--- src/rtl/exec_controller_pkg.sv ---
// Shared types for the mini serial processor: instruction encoding, unit packets,
// controller states and the operation-to-unit routing.
package exec_controller_pkg;

    typedef enum logic [2:0] {
        OP_ADD, OP_AND, OP_OR, OP_MUL, OP_SHL, OP_SHR, OP_LW, OP_SW
    } Operation;

    // immediate = {rs_1, rs_2}
    typedef struct packed {
        Operation   op;
        logic       is_immediate;
        logic [3:0] rd;
        logic [3:0] rs_1;
        logic [3:0] rs_2;
    } Instruction;

    typedef struct packed {
        logic [31:0] op_2;
        logic [31:0] op_1;
        Operation    operation;
    } AluPacket;

    typedef struct packed {
        logic [31:0] op_2;
        logic [31:0] op_1;
    } MulPacket;

    typedef struct packed {
        logic [31:0] op;
        logic [4:0]  shift_amount;
        Operation    operation;
    } ShifterPacket;

    typedef enum logic [3:0] {
        IDLE, FETCH, DECODE, DISPATCH, WAIT, MEM, LOAD, WB, NEXT
    } ControllerState;

    typedef enum logic [1:0] {
        UNIT_ALU, UNIT_MUL, UNIT_SHF, UNIT_MEM
    } ExecUnit;

    function automatic ExecUnit unit_of(input Operation op);
        ExecUnit unit;
        case (op)
            OP_MUL:         unit = UNIT_MUL;
            OP_SHL, OP_SHR: unit = UNIT_SHF;
            OP_LW, OP_SW:   unit = UNIT_MEM;
            default:        unit = UNIT_ALU;
        endcase
        return unit;
    endfunction

endpackage

--- src/rtl/exec_controller_decoder.sv ---
// Combinational instruction decoder: unit selection, register read addresses and
// the zero-extended immediate.
module instruction_decoder
    import exec_controller_pkg::*;
(
    input  Instruction  instr,
    output ExecUnit     unit,
    output logic [3:0]  rs1_addr,
    output logic [3:0]  rs2_addr,
    output logic [3:0]  rd_addr,
    output logic        use_imm,
    output logic [31:0] imm
);

    always_comb begin
        unit     = unit_of(instr.op);
        // Memory ops always take the immediate form regardless of is_immediate.
        use_imm  = instr.is_immediate || (unit == UNIT_MEM);
        rs1_addr = use_imm ? instr.rd : instr.rs_1;
        rs2_addr = instr.rs_2;
        rd_addr  = instr.rd;
        imm      = {24'd0, instr.rs_1, instr.rs_2};
    end

endmodule

--- src/rtl/exec_controller.sv ---
// Multi-cycle controller: fetch, decode, dispatch to one execution unit over a
// valid/ready handshake (or run the memory path), write back, advance pc.
module exec_controller
    import exec_controller_pkg::*;
#(
    parameter logic [7:0] START_PC = 8'h00
) (
    input  logic         clock,
    input  logic         reset_n,
    input  logic         run,
    output logic         busy,
    output logic [7:0]   pc,
    output logic [31:0]  retired,
    output logic [7:0]   imem_addr,
    input  logic [15:0]  imem_data,
    output logic [7:0]   dmem_addr,
    output logic         dmem_we,
    output logic [31:0]  dmem_wdata,
    input  logic [31:0]  dmem_rdata,
    output logic [3:0]   rf_rs1_addr,
    output logic [3:0]   rf_rs2_addr,
    input  logic [31:0]  rf_rs1_data,
    input  logic [31:0]  rf_rs2_data,
    output logic         rf_we,
    output logic [3:0]   rf_wd_addr,
    output logic [31:0]  rf_wd_data,
    output logic         alu_valid,
    input  logic         alu_ready,
    output AluPacket     alu_packet,
    input  logic         alu_result_valid,
    input  logic [31:0]  alu_result,
    output logic         mul_valid,
    input  logic         mul_ready,
    output MulPacket     mul_packet,
    input  logic         mul_result_valid,
    input  logic [31:0]  mul_result,
    output logic         shf_valid,
    input  logic         shf_ready,
    output ShifterPacket shf_packet,
    input  logic         shf_result_valid,
    input  logic [31:0]  shf_result
);

    ControllerState state, state_n;
    Instruction     fetched;
    ExecUnit        dec_unit, unit_q;
    logic [3:0]     dec_rs1, dec_rs2, dec_rd, rd_q;
    logic           dec_use_imm;
    logic [31:0]    dec_imm;
    Operation       op_q;
    logic [7:0]     mem_addr_q;
    logic [31:0]    op1_q, op2_q, result_q;
    logic           sel_ready, sel_rv, result_take;
    logic [31:0]    sel_result;

    assign fetched = imem_data;

    instruction_decoder u_decoder (
        .instr    (fetched),
        .unit     (dec_unit),
        .rs1_addr (dec_rs1),
        .rs2_addr (dec_rs2),
        .rd_addr  (dec_rd),
        .use_imm  (dec_use_imm),
        .imm      (dec_imm)
    );

    // Packets come straight from the operand latches, so they cannot move while valid waits.
    assign alu_packet = AluPacket'{op_2: op2_q, op_1: op1_q, operation: op_q};
    assign mul_packet = MulPacket'{op_2: op2_q, op_1: op1_q};
    assign shf_packet = ShifterPacket'{op: op1_q, shift_amount: op2_q[4:0], operation: op_q};
    assign busy       = (state != IDLE);

    always_comb begin
        sel_ready  = 1'b0;
        sel_rv     = 1'b0;
        sel_result = '0;
        case (unit_q)
            UNIT_ALU: begin sel_ready = alu_ready; sel_rv = alu_result_valid; sel_result = alu_result; end
            UNIT_MUL: begin sel_ready = mul_ready; sel_rv = mul_result_valid; sel_result = mul_result; end
            UNIT_SHF: begin sel_ready = shf_ready; sel_rv = shf_result_valid; sel_result = shf_result; end
            default:  ;
        endcase
    end

    always_comb begin
        state_n     = state;
        imem_addr   = '0;
        rf_rs1_addr = '0;
        rf_rs2_addr = '0;
        alu_valid   = 1'b0;
        mul_valid   = 1'b0;
        shf_valid   = 1'b0;
        dmem_addr   = '0;
        dmem_we     = 1'b0;
        dmem_wdata  = '0;
        rf_we       = 1'b0;
        rf_wd_addr  = '0;
        rf_wd_data  = '0;
        result_take = 1'b0;
        case (state)
            IDLE:   if (run) state_n = FETCH;
            FETCH: begin
                imem_addr = pc;
                state_n   = DECODE;
            end
            DECODE: begin
                rf_rs1_addr = dec_rs1;
                rf_rs2_addr = dec_rs2;
                state_n     = (dec_unit == UNIT_MEM) ? MEM : DISPATCH;
            end
            DISPATCH: begin
                alu_valid = (unit_q == UNIT_ALU);
                mul_valid = (unit_q == UNIT_MUL);
                shf_valid = (unit_q == UNIT_SHF);
                if (sel_ready) begin
                    // A result arriving with the accepting ready skips WAIT.
                    result_take = sel_rv;
                    state_n     = sel_rv ? WB : WAIT;
                end
            end
            WAIT: begin
                result_take = sel_rv;
                if (sel_rv) state_n = WB;
            end
            MEM: begin
                dmem_addr = mem_addr_q;
                if (op_q == OP_SW) begin
                    dmem_we    = 1'b1;
                    dmem_wdata = op1_q;
                    state_n    = NEXT;
                end else begin
                    state_n = LOAD;
                end
            end
            LOAD:   state_n = WB;
            WB: begin
                rf_we      = 1'b1;
                rf_wd_addr = rd_q;
                rf_wd_data = result_q;
                state_n    = NEXT;
            end
            NEXT:   state_n = run ? FETCH : IDLE;
            default: state_n = IDLE;
        endcase
    end

    always_ff @(posedge clock or negedge reset_n) begin
        if (!reset_n) begin
            state      <= IDLE;
            pc         <= START_PC;
            retired    <= '0;
            unit_q     <= UNIT_ALU;
            op_q       <= OP_ADD;
            rd_q       <= '0;
            mem_addr_q <= '0;
            op1_q      <= '0;
            op2_q      <= '0;
            result_q   <= '0;
        end else begin
            state <= state_n;
            if (state == DECODE) begin
                unit_q     <= dec_unit;
                op_q       <= fetched.op;
                rd_q       <= dec_rd;
                mem_addr_q <= dec_imm[7:0];
                op1_q      <= rf_rs1_data;
                op2_q      <= dec_use_imm ? dec_imm : rf_rs2_data;
            end
            if (result_take)     result_q <= sel_result;
            if (state == LOAD)   result_q <= dmem_rdata;
            if (state == NEXT) begin
                pc      <= pc + 8'd1;
                retired <= retired + 32'd1;
            end
        end
    end

endmodule
--- config.mk ---
export PLATFORM = sky130hd
export DESIGN_NAME = exec_controller
export DESIGN_NICKNAME = d
export VERILOG_FILES = /design/src/rtl/exec_controller_pkg.sv /design/src/rtl/exec_controller_decoder.sv /design/src/rtl/exec_controller.sv
export SDC_FILE = /design/constraint.sdc
export NUM_CORES = 1
export LEC_CHECK = 0
export ABC_CLOCK_PERIOD_IN_PS = 3000
export CELL_PAD_IN_SITES_DETAIL_PLACEMENT = 0
export CELL_PAD_IN_SITES_GLOBAL_PLACEMENT = 1
export CORE_AREA = 2 2 202 204
export DETAILED_ROUTE_END_ITERATION = 10
export DIE_AREA = 0 0 204 206
export PLACE_DENSITY_LB_ADDON = 0.1
export SLEW_MARGIN = 20
export SYNTH_ARGS = -nofsm -noshare
export SYNTH_HDL_FRONTEND = slang
export SYNTH_SLANG_ARGS = --single-unit
--- constraint.sdc ---
create_clock -name clock -period 3 [get_ports clock]
set_clock_uncertainty 0.2 [all_clocks]
set_input_delay 0.45 -clock clock [delete_from_list [all_inputs] [get_ports clock]]
set_output_delay 0.45 -clock clock [all_outputs]
set_load 0.02 [all_outputs]
==> Yosys cells after proc, flatten, opt, wreduce, memory -nomap -nowiden <==
Index checks and enable logic that the tools add are counted.
{ "op_classes": {"n_mul": 0, "eq_ne": 20, "n_reduce_logical": 8, "mux": 32, "add_sub_neg": 2, "magnitude_cmp": 0, "div_mod_pow": 0, "bitwise": 0, "n_shift": 0} }
{ "op_table": {"columns": ["operator", "count"], "rows": [
  ["$mux W32", 6],
  ["$pmux W32 S3", 1],
  ["$pmux W4 S9", 1],
  ["$add A32 B1 Y32 const B", 1],
  ["$mux W4", 8],
  ["$eq A4 B3 Y1 const B", 4],
  ["$mux W8", 2],
  ["$eq A3 B3 Y1 const B", 5],
  ["$add A8 B1 Y8 const B", 1],
  ["$eq A4 B2 Y1 const B", 2],
  ["$mux W1", 8],
  ["$ne A2 B2 Y1 const B", 3],
  ["$pmux W1 S3", 2],
  ["$pmux W2 S3", 1],
  ["$eq A2 B2 Y1 const B", 2],
  ["$eq A4 B1 Y1 const B", 1],
  ["$eq A4 B4 Y1 const B", 1],
  ["$logic_not A4 Y1", 1],
  ["$reduce_bool A4 Y1", 1],
  ["$reduce_or A2 Y1", 2],
  ["$eq A3 B2 Y1 const B", 1],
  ["$mux W3", 1],
  ["$reduce_and A3 Y1", 1],
  ["$eq A2 B1 Y1 const B", 1],
  ["other kinds (5)", 5]
]} }
{ "word_totals": {"mem_bits_ro": 0, "mem_bits_rw": 0, "latch_bits": 0, "in_bits": 217, "out_inout_bits": 309, "word_cells": 72, "register_bits": 157, "mem_count": 0} }

==> Longest topological paths before layout <==
Gate-level depths: netlist of the first run.
{ "logic_depth": {"ltp_word": 7, "depth_mapped": 7, "depth_no_buf": 5} }

==> Modules after synthesis <==
From an unflattened synthesis of the first run, not the netlist that was laid out.
{ "unflattened": {"cells_unflattened": 947, "area_unflattened_um2": 9317.7} }
{ "by_module_without_submodules": {"columns": ["mod", "seq_area_each_um2", "area_each_um2", "n_inst", "cells_each"], "rows": [
  ["exec_controller", 3928.8, 8937.3, 1, 898],
  ["instruction_decoder", 0.0, 380.4, 1, 49]
]} }

==> Least setup slack after synthesis of the first run <==
Ideal clock, no wire load.
{ "synth_path": {"path_type": "register to output", "start": "register state[1]", "end": "output dmem_wdata[22]", "t_arrival_ns": 1.845, "required_time_ns": 2.350, "path_buffers": 3, "path_stages_with_launch": 8, "slack_ns": 0.505, "cell_sequence": "dfrtp_1 -> buf_6 -> inv_1 -> and4_1 -> clkbuf_1 -> and4_1 -> clkbuf_1 -> and2_1"} }
{ "synth_between": {"elab_chain_cells": 2} }
{ "synth_rtl": {"columns": ["item", "line", "rtl"], "rows": [
  ["start: declaration", "exec_controller.sv:44", "ControllerState state, state_n;"],
  ["start signal: assignment", "exec_controller.sv:161", "state <= state_n;"],
  ["$eq A4 B3 Y1", "exec_controller.sv:101", "case (state)"],
  ["$mux W32", "exec_controller.sv:101", null],
  ["end: declaration", "exec_controller.sv:18", "output logic [31:0] dmem_wdata,"]
]} }
No other way between the ends.

==> Worst setup path after layout of the first run <==
{ "layout_path": {"start": "register state[2]", "end": "output rf_wd_data[8]"} }
{ "layout_between": {"elab_chain_cells": 2} }
{ "layout_rtl": {"columns": ["item", "line", "rtl"], "rows": [
  ["$eq A4 B3 Y1", "exec_controller.sv:101", null],
  ["$mux W32", "exec_controller.sv:101", null],
  ["end: declaration", "exec_controller.sv:26", "output logic [31:0] rf_wd_data,"]
]} }
No other way between the ends.

==> results.md, run 1 <==
* Net Sw Frac at 0.436
* Final Instance Area at 14900 sq um
* Synth top area share at 0.434
* Post-synth ARST share at 1.00
* R2R Setup Slk at 0.36 ns
* Crit Path Class: reg -> out
* Crit path launch type: flip-flop
* Area leader, netlist: dfrtp_1
* P per Cell Area at 937 nW/um^2
* Nets at 1622
* # DRC at 0
* Combinational power share at 0.568
* GRT Total Usage at 0.172
* Port bufs at 525
* Crit path cell chain: clkinv_1 -> buf_4 -> nor4_1 -> clkdlybuf4s50_1
* CP Capture Type: output port
* Unrepaired setup endpoints after global routing: false
* Area contributors post-synth: dfrtp_1 (43%), buf_4 (8.9%), nand2_1 (7.5%)
* Largest net degree at the start of global routing at 76
* Layout cells sized above 1 at 0.0622
* Actual slew at the worst max-slew pin at 0.869 ns
* H-tree depth at 4
* Initial antenna violation count at 2
* Register area at 3930 sq um
* Util after Layout at 0.371
* Vias in the first global route at 8515
* Setup ws final at 0.0786 ns
* # rows at 74
* Pwr Total at 14.0 mW
* Bufs on Longest Clock Path at 2
* Die Ht at 206 um
* Peak VDD IR at 0.524 mV
* Starting Density at 0.225
* Via Count at 8414
* Clock-pin transition on the worst setup and hold timing paths at 0.06 ns
* Final min period at 2.92 ns
* Sum Neg Setup Slack at 0 ns
* Slew Viols, Final at 0
* Post-Synthesis Cell Area at 9060 sq um
* Synth cell count leaders: nand2_1 (182), dfrtp_1 (157), buf_4 (107)
* Drt first-iter violations at 386
* Core area at 40200 sq um
* HPWL after DPL at 27900 um
* Final hold violation count at 0
* Worst hold margin at 0.263 ns
* DR WL/cell at 19.1 um
* Worst path slowest cell: clkdlybuf4s50_1
* Sequential area share after synthesis at 0.434
* Arrival time worst endpoint at 2.27 ns
* Post-Layout Cell Count at 1949
* Fmax at 342 MHz
* Most used DFF post-synth: dfrtp_1
* Internal at 7.88 mW
* Mapped Nets at 1210
* Die area at 42000 sq um
* First-pass GRT wire length at 54300 um
* CTS Buf Count at 17
* Slew HR at 0.420
* Routed Antenna Nets at 0
* Post-DP Area at 14300 sq um
* HP Class: reg -> reg
* Routability congestion estimate at 0.751
* Post-CTS Setup Repair Bufs at 0
* Final setup violation count at 0
* Post-synthesis register bit count at 157
* CP max FO at 26
* Top-count cell post-synth: nand2_1
* P_leak at 7.10 nW
* Outcome: complete, no violations
* Vias per std cell at 4.32
* Post-synth cell types at 47
* Crit path largest cell delay at 0.68 ns
* Root Buffer: clkbuf_16
* Filler cells at 4085
* Maxcap violations at 0
* Dpl cells at 1915
* Post-synth EDFFs at 0
* Syn_area_per_cell at 9.14 sq um
* Post-Syn Instances at 991
* Clk Latency, worst-skew pair at 0.44 ns
* Place WS at 0.183 ns
* IO Count at 526
* Area occupied by multi-input gates at 3810 sq um
* Sequential Power Share at 0.267
* Switch Pwr at 6.09 mW
* Worst endpoint required time at 2.35 ns
* Share of the clock period used by the worst path at 0.974
* Overflow after GRT at 0
* CTS tree: yes
* Area Overhead vs Synth at 64.5%
* Die width at 204 um
* First drt pass iteration count at 4
* CTS sink count at 157
* Yosys warning count at 0
* Clock power share at 0.165
* Drt total wl at 37200 um
## flip-flops by register name (all words and copies together), names as in the netlist
signal / flops
op2_q: 32
op_q: 3
result_q: 32
mem_addr_q: 8
state: 4
retired: 32
op1_q: 32
pc: 8
unit_q: 2
rd_q: 4
## per-layer routing
metal	up-vias	part of all wire	global-route usage
li1	4074	-	-
met1	4040	0.41	0.209
met2	278	0.51	0.298
met3	20	0.076	0.0550
met4	2	0.0076	0.0316
met5	-	0.00035	0
## cells by family (layout without fill, tap and decap cells)
kind of cell | Yosys count | after routing | share of synthesized area
and+or+nand+nor | 362 | 362 | 0.207
buffers and inverters | 240 | 664 | 0.147
DFF | 157 | 157 | 0.434
AOI/OAI and AO/OA | 126 | 126 | 0.0998
muxes | 66 | 66 | 0.0729
xor gates and xnor gates | 38 | 38 | 0.0368
adders and majority gates | 2 | 2 | 0.00276
other | 0 | 2 | 0
## cells in the final DEF (no fill, tap or decap), drive strengths merged, types with 24 or more instances in the layout
master / n
mux2i: 66
dfrtp: 157
and2: 58
o221ai: 34
a22o: 24
buf: 37
dlymetal6s2s: 28
clkdlybuf4s50: 440
o21ai: 37
dlygate4sd2: 48
nor4: 42
nand2: 182
inv: 71
## critical path, delay by kind of cell, from the launching register on
family	cells	cell delay [ns]
buffers and inverters	3	1.03
AND/OR/NAND/NOR	1	0.33
flip-flops	1	0.47
## final timing paths
kind	startpoint	endpoint	cells past startpoint
max in group asynchronous	reset_n	op2_q[3]	3
hold / removal	rd_q[1]	rd_q[1]	2
min in group asynchronous	reset_n	retired[14]	2
setup / recovery	state[2]	rf_wd_data[8]	4
hold reg to reg	rd_q[1]	rd_q[1]	2
setup reg to reg	state[0]	op2_q[31]	6
## power groups by stage
stage	Clock (mW)	Combinational (mW)	Sequential [mW]
floorplan	0	4.70	3.95
global placement	0	8.12	3.78
detailed placement	0	8.11	3.79
CTS	2.40	8.09	3.77
global route	2.49	8.57	3.88
finish	2.31	7.93	3.73
## cell type report
type | count | area share
tap | 532 | 0.0447
clock inverter | 9 | 0.00907
clock buffer | 22 | 0.0318
timing repair buffer | 562 | 0.376
sequential | 157 | 0.264
inverter | 71 | 0.0179
multi-input combinational | 594 | 0.256
antenna | 2 | 0.000336
## what timing repair did
action                     in CTS  in global routing
gates resized for setup        59                 37
pin swaps                       0                  0
hold endpoints to repair       58                  0
setup endpoints to repair      86                 39
hold buffers                    1                  0
cloned                          0                  0
Note: power is estimated with default switching activity, not from simulation.
==> run 2: changes to the inputs <==
Settings changed: REMOVE_ABC_BUFFERS set to 1.
==> results.md, run 2 (synthesis results as in run 1) <==
* Actual slew at the worst max-slew pin at 0.632 ns (-0.237 ns)
* Post-DP Area at 14300 sq um (+0.12%)
* Starting Density at 0.225 (unchanged)
* Slew Viols, Final at 0 (unchanged)
* Via Count at 8270 (-1.7%)
* Maxcap violations at 0 (unchanged)
* First drt pass iteration count at 4 (unchanged)
* Overflow after GRT at 0 (unchanged)
* Vias per std cell at 4.24 (-1.8%)
* Routability congestion estimate at 0.785 (+4.4%)
* Crit path buf inv count at 3 (unchanged)
* Initial antenna violation count at 3 (+1)
* Met1 Routed Length at 15100 um (-0.47%)
* Nets at 1624 (+0.12%)
* Vias in the first global route at 8388 (-1.5%)
* Crit path cell chain: inv_1 -> and4_1 -> buf_4 -> and2_1 -> clkdlybuf4s50_1
* Crit path largest cell delay at 0.63 ns (-0.05 ns)
* Commonest cells after routing, fill and taps aside: clkdlybuf4s50_1 (451), nand2_1 (182), dfrtp_1 (154)
* IO Count at 526 (unchanged)
* Area occupied by multi-input gates at 3820 sq um (about the same)
* CTS sink count at 157 (unchanged)
* Critical R2R Launch: state[1]
* Outcome: complete, no violations
* Sequential Power Share at 0.265 (-0.002)
* Die area at 42000 sq um (unchanged)
* Worst path slowest cell: clkdlybuf4s50_1
* Slew HR at 0.578 (+0.158)
* Final hold violation count at 0 (unchanged)
* H-tree depth at 4 (unchanged)
* DR WL/cell at 19.0 um (-0.58%)
* Routed Antenna Nets at 0 (unchanged)
* Layout cells sized above 1 at 0.0691 (+0.00692)
* Sum Neg Setup Slack at 0 ns (unchanged)
* Hold Startpoint: mem_addr_q[2]
* Internal at 7.87 mW (about the same)
* Ant diodes at 0 (-2)
* Filler cells at 4165 (+2.0%)
* Crit path launch type: flip-flop
* Pwr Total at 14.0 mW (+0.40%)
* Met3 WL post-DR at 2450 um (-13%)
* CP max FO at 8 (-69%)
* Peak VDD IR at 0.584 mV (+11%)
* GRT Total Usage at 0.172 (+0.000269)
* Largest net degree at the start of global routing at 60 (-21%)
* Net Sw Frac at 0.439 (+0.00275)
* Combinational power share at 0.570 (+0.002)
* Place WS at 0.0216 ns (-0.161 ns)
* Final setup violation count at 0 (unchanged)
* Util after Layout at 0.371 (about the same)
* Top sig layer: met5
* Crit Path Class: reg -> out
* Register area at 3930 sq um (about the same)
* CTS Buf Count at 17 (unchanged)
* Worst endpoint required time at 2.35 ns (about the same)
* HPWL after DPL at 28600 um (+2.5%)
* Post-CTS Setup Repair Bufs at 0 (unchanged)
* First-pass GRT wire length at 54000 um (-0.48%)
* Core area at 40200 sq um (unchanged)
* Port bufs at 525 (unchanged)
* Clock-pin transition on the worst setup and hold timing paths at 0.07 ns (about the same)
* Crit path from: state[3]
* Final Instance Area at 14900 sq um (about the same)
* Arrival time worst endpoint at 2.24 ns (-0.03 ns)
* Die width at 204 um (unchanged)
* Fmax at 346 MHz (+1.1%)
* Met2 WL post-DR at 18900 um (+0.36%)
* Root Buffer: clkbuf_16
* Area Overhead vs Synth at 64.6% (about the same)
* Clk Latency, worst-skew pair at 0.44 ns (about the same)
* Die Ht at 206 um (unchanged)
* Dpl cells at 1917 (+0.10%)
* Worst hold margin at 0.267 ns (+0.00409 ns)
* CTS tree: yes
* # DRC at 0 (unchanged)
* P_leak at 7.06 nW (-0.60%)
* P per Cell Area at 941 nW/um^2 (+0.38%)
* Setup ws final at 0.110 ns (+0.0311 ns)
* Share of the clock period used by the worst path at 0.963 (-0.0104)
* Final min period at 2.89 ns (-0.0311 ns)
* Commonest non-fill, non-tap cell in the layout: clkdlybuf4s50_1
* Drt total wl at 37000 um (-0.52%)
* Drt first-iter violations at 377 (-2.3%)
* Clock power share at 0.165 (about the same)
* CP Capture Type: output port
* HP Class: reg -> reg
* # rows at 74 (unchanged)
* Bufs on Longest Clock Path at 2 (unchanged)
* Top delay family on crit path: buffers and inverters
* Switch Pwr at 6.15 mW (+1.0%)
* Post-Layout Cell Count at 1950 (+0.051%)
-- run 2: cell types whose count changed in the layout (fill, tap and decap cells not counted), moves of 2 or more --
cell and change:
buf_4 +4, clkbuf_8 -3, clkdlybuf4s15_1 -8, clkdlybuf4s50_1 +11
clkinvlp_4 -2, diode_2 -2, dlygate4sd2_1 -4, dlymetal6s2s_1 -2
inv_6 +6
-- run 2: per-layer routing --
layer,GRT usage,vias to the layer above
li1,-,4086
met1,0.204,3890
met2,0.303,263
met3,0.0550,27
met4,0.0386,4
met5,0,-
-- run 2: what timing repair did --
item | CTS | global route
resized for setup | 47 | 29
endpoints found under the setup margin | 53 | 37
hold buffers | 1 | 0
endpoints found under the hold margin | 55 | 0
-- run 2: worst paths after layout --
path / endpoint / slack, ns / cells after the start
max in group asynchronous: state[0] / 1.49 / 3
min: mem_addr_q[2] / 0.27 / 1
max reg2reg: result_q[13] / 0.66 / 7
max: dmem_addr[3] / 0.11 / 5
min in group asynchronous: op2_q[23] / 0.36 / 2
min reg2reg: mem_addr_q[2] / 0.27 / 1
-- run 2: layout make-up --
cell class,count,area share
Clock buffer,18,0.0288
Clock inverter,14,0.0121
Inverter,71,0.0179
Multi-Input combinational cell,594,0.256
Sequential cell,157,0.264
Tap cell,532,0.0447
Timing Repair Buffer,564,0.377
-- run 2: power by group through the flow --
stage                     Combinational (mW)  Clock, mW  Sequential, mW
final                                   7.99       2.31            3.72
after global routing                    8.62       2.49            3.86
after CTS                               8.17       2.40            3.75
after detailed placement                8.18          0            3.75
after global placement                  8.18          0            3.77
after floorplan                         2.58          0            5.02
==> run 3: changes to the inputs <==
Settings changed: ABC_CLOCK_PERIOD_IN_PS 3000 to 3300, CORE_AREA 2 2 202 204 to 2 2 204 206, DIE_AREA 0 0 204 206 to 0 0 206 208.
Clock period 3 ns to 3.3 ns, I/O delays scaled along.
==> results.md, run 3 (synthesis results as in run 1) <==
* Outcome: complete, no violations
* Bufs on Longest Clock Path at 2 (unchanged)
* Met3 WL post-DR at 2680 um (+9.2%)
* Area occupied by multi-input gates at 3810 sq um (-0.26%)
* Hold Startpoint: mem_addr_q[6]
* Nets at 1621 (-0.18%)
* Layout cells sized above 1 at 0.0622 (-0.00692)
* Cell mode on critical path: and4_1
* Met1 Routed Length at 15000 um (-0.75%)
* H-tree depth at 4 (unchanged)
* Logic depth of the worst path, buffers included at 6 (+1)
* Drt total wl at 37700 um (+2.0%)
* CTS Buf Count at 17 (unchanged)
* Worst path slowest cell: clkdlybuf4s50_1
* Routability congestion estimate at 0.749 (-4.5%)
* Final min period at 3.19 ns
* Worst endpoint required time at 2.60 ns (+0.25 ns)
* Pwr Total at 12.6 mW (-9.8%)
* Slew Viols, Final at 0 (unchanged)
* Overflow after GRT at 0 (unchanged)
* CTS sink count at 157 (unchanged)
* Actual slew at the worst max-slew pin at 0.582 ns (-0.0500 ns)
* Crit Path Class: reg -> out
* Core area at 40600 sq um (+0.92%)
* Maxcap violations at 0 (unchanged)
* Crit path largest cell delay at 0.60 ns (-0.03 ns)
* Sum Neg Setup Slack at 0 ns (unchanged)
* Final setup violation count at 0 (unchanged)
* CP max FO at 34 (+26)
* Peak VDD IR at 0.652 mV (+12%)
* HPWL after DPL at 29000 um (+1.3%)
* DR WL/cell at 19.4 um (+2.0%)
* Routed Antenna Nets at 0 (unchanged)
* Top sig layer: met4
* Crit path launch type: flip-flop
* Largest net degree at the start of global routing at 65 (+8.3%)
* Vias in the first global route at 8651 (+3.1%)
* IO Count at 526 (unchanged)
* Fmax at 313 MHz
* Critical R2R Launch: state[0]
* Hold path depth at 2 (+1)
* Initial antenna violation count at 1 (-2)
* First drt pass iteration count at 4 (unchanged)
* Die area at 42800 sq um (+2.0%)
* Dpl cells at 1912 (-0.26%)
* HP Class: reg -> reg
* Drt first-iter violations at 412 (+9.3%)
* Internal at 7.02 mW (-11%)
* Die width at 206 um (+0.98%)
* P per Cell Area at 851 nW/um^2 (-9.6%)
* R2R Setup Slk at 0.94 ns (+0.28 ns)
* # DRC at 0 (unchanged)
* Port bufs at 525 (unchanged)
* Met2 WL post-DR at 19500 um (+3.0%)
* Commonest cells after routing, fill and taps aside: clkdlybuf4s50_1 (506), nand2_1 (182), dfrtp_1 (155)
* GRT Total Usage at 0.174 (+0.00183)
* Net Sw Frac at 0.445 (+0.00597)
* Filler cells at 4146 (-0.46%)
* P_leak at 6.67 nW (-5.5%)
* Commonest non-fill, non-tap cell in the layout: clkdlybuf4s50_1
* Starting Density at 0.223 (-0.00206)
* Worst hold endpoint: mem_addr_q[6]
* Clock power share at 0.156 (-0.009)
* CP Capture Type: output port
* Area Overhead vs Synth at 64.2%
* Combinational power share at 0.578 (+0.008)
* Final hold violation count at 0 (unchanged)
* Via Count at 8314 (+0.53%)
* Crit path cell chain: inv_1 -> and4_1 -> and4_1 -> buf_8 -> and2_1 -> clkdlybuf4s50_1
* Share of the clock period used by the worst path at 0.968
* # rows at 74 (unchanged)
* Crit path buf inv count at 3 (unchanged)
* Arrival time worst endpoint at 2.50 ns (+0.26 ns)
* Top delay family on crit path: buffers and inverters
* RR Endpoint: pc[5]
* Root Buffer: clkbuf_16
* Die Ht at 208 um (+0.97%)
* Register area at 3930 sq um (about the same)
* Vias per std cell at 4.27 (+0.58%)
* Slew HR at 0.612 (+0.0334)
* Clk Latency, worst-skew pair at 0.44 ns (about the same)
* Clock-pin transition on the worst setup and hold timing paths at 0.07 ns (about the same)
* Switch Pwr at 5.63 mW (-8.6%)
* Post-Layout Cell Count at 1949 (-0.051%)
* Sequential Power Share at 0.266 (about the same)
* CTS tree: yes
* First-pass GRT wire length at 55500 um (+2.8%)
* R2R depth at 5 (-2)
## run 3: cell count changes in the layout (fill, tap and decap cells not counted), sizes merged
| cell | previous run | this run |
|---|---|---|
| buf | 41 | 36 |
| bufinv | 3 | 1 |
| clkbuf | 19 | 18 |
| clkdlybuf4s50 | 451 | 506 |
| clkinv | 3 | 5 |
| clkinvlp | 1 | 4 |
| diode | 0 | 2 |
| dlygate4sd2 | 44 | 0 |
| dlymetal6s2s | 26 | 18 |
| inv | 78 | 75 |
## run 3: layout make-up
class,count,area share
Antenna cell,2,0.000337
Clock buffer,18,0.0295
Clock inverter,14,0.00900
Inverter,71,0.0179
Multi-Input combinational cell,594,0.256
Sequential cell,157,0.264
Tap cell,532,0.0448
Timing Repair Buffer,561,0.378
## run 3: worst max-delay path by stage
stage	end	from	slack, ns
floorplan	rf_rs2_addr[0]	state[3]	-1.19
global placement	rf_rs1_addr[0]	imem_data[15]	0.20
detailed placement	rf_rs1_addr[0]	imem_data[14]	0.18
CTS	dmem_wdata[20]	state[3]	0.01
global route	dmem_wdata[9]	state[3]	-0.01
finish	dmem_wdata[9]	state[3]	0.11
## run 3: timing repair
item / in CTS / in global routing
hold buffers: 1 / 0
setup buffers: 2 / 0
gates resized for setup: 1 / 20
endpoints found under the hold margin: 51 / 0
setup endpoints to repair: 36 / 54
pin swaps: 1 / 0
## run 3: power groups by stage
| stage | combinational, mW | clock, mW | sequential, mW |
|---|---|---|---|
| 5_1_grt | 7.83 | 2.12 | 3.49 |
| 4_1_cts | 7.44 | 2.05 | 3.40 |
| 6_report | 7.31 | 1.97 | 3.37 |
| 3_3_place_gp | 7.41 | 0 | 3.41 |
| 2_1_floorplan | 2.34 | 0 | 4.57 |
| 3_5_place_dp | 7.41 | 0 | 3.41 |
## run 3: worst min-delay path, stage by stage (launching register included)
cell and delay, ns:
dfrtp_1 0.34, nand2_1 0.05, nand2_1 0.05
## run 3: routing by layer
layer | vias up | GRT usage
met1 | 3948 | 0.200
met2 | 260 | 0.310
met4 | 0 | 0.0414
li1 | 4079 | -
met3 | 27 | 0.0547
met5 | - | 0
## run 3: per-stage QoR
stage                     hold WS (ns)   util  area, sq um  setup slack (ns)
after floorplan              -0.000591      -         7990             -1.19
after global placement           0.249  0.350        14200             0.197
after detailed placement         0.256  0.350        14200             0.180
after CTS                        0.273  0.365        14800            0.0146
after global routing             0.284  0.367        14900           -0.0118
final                            0.270  0.367        14900             0.105
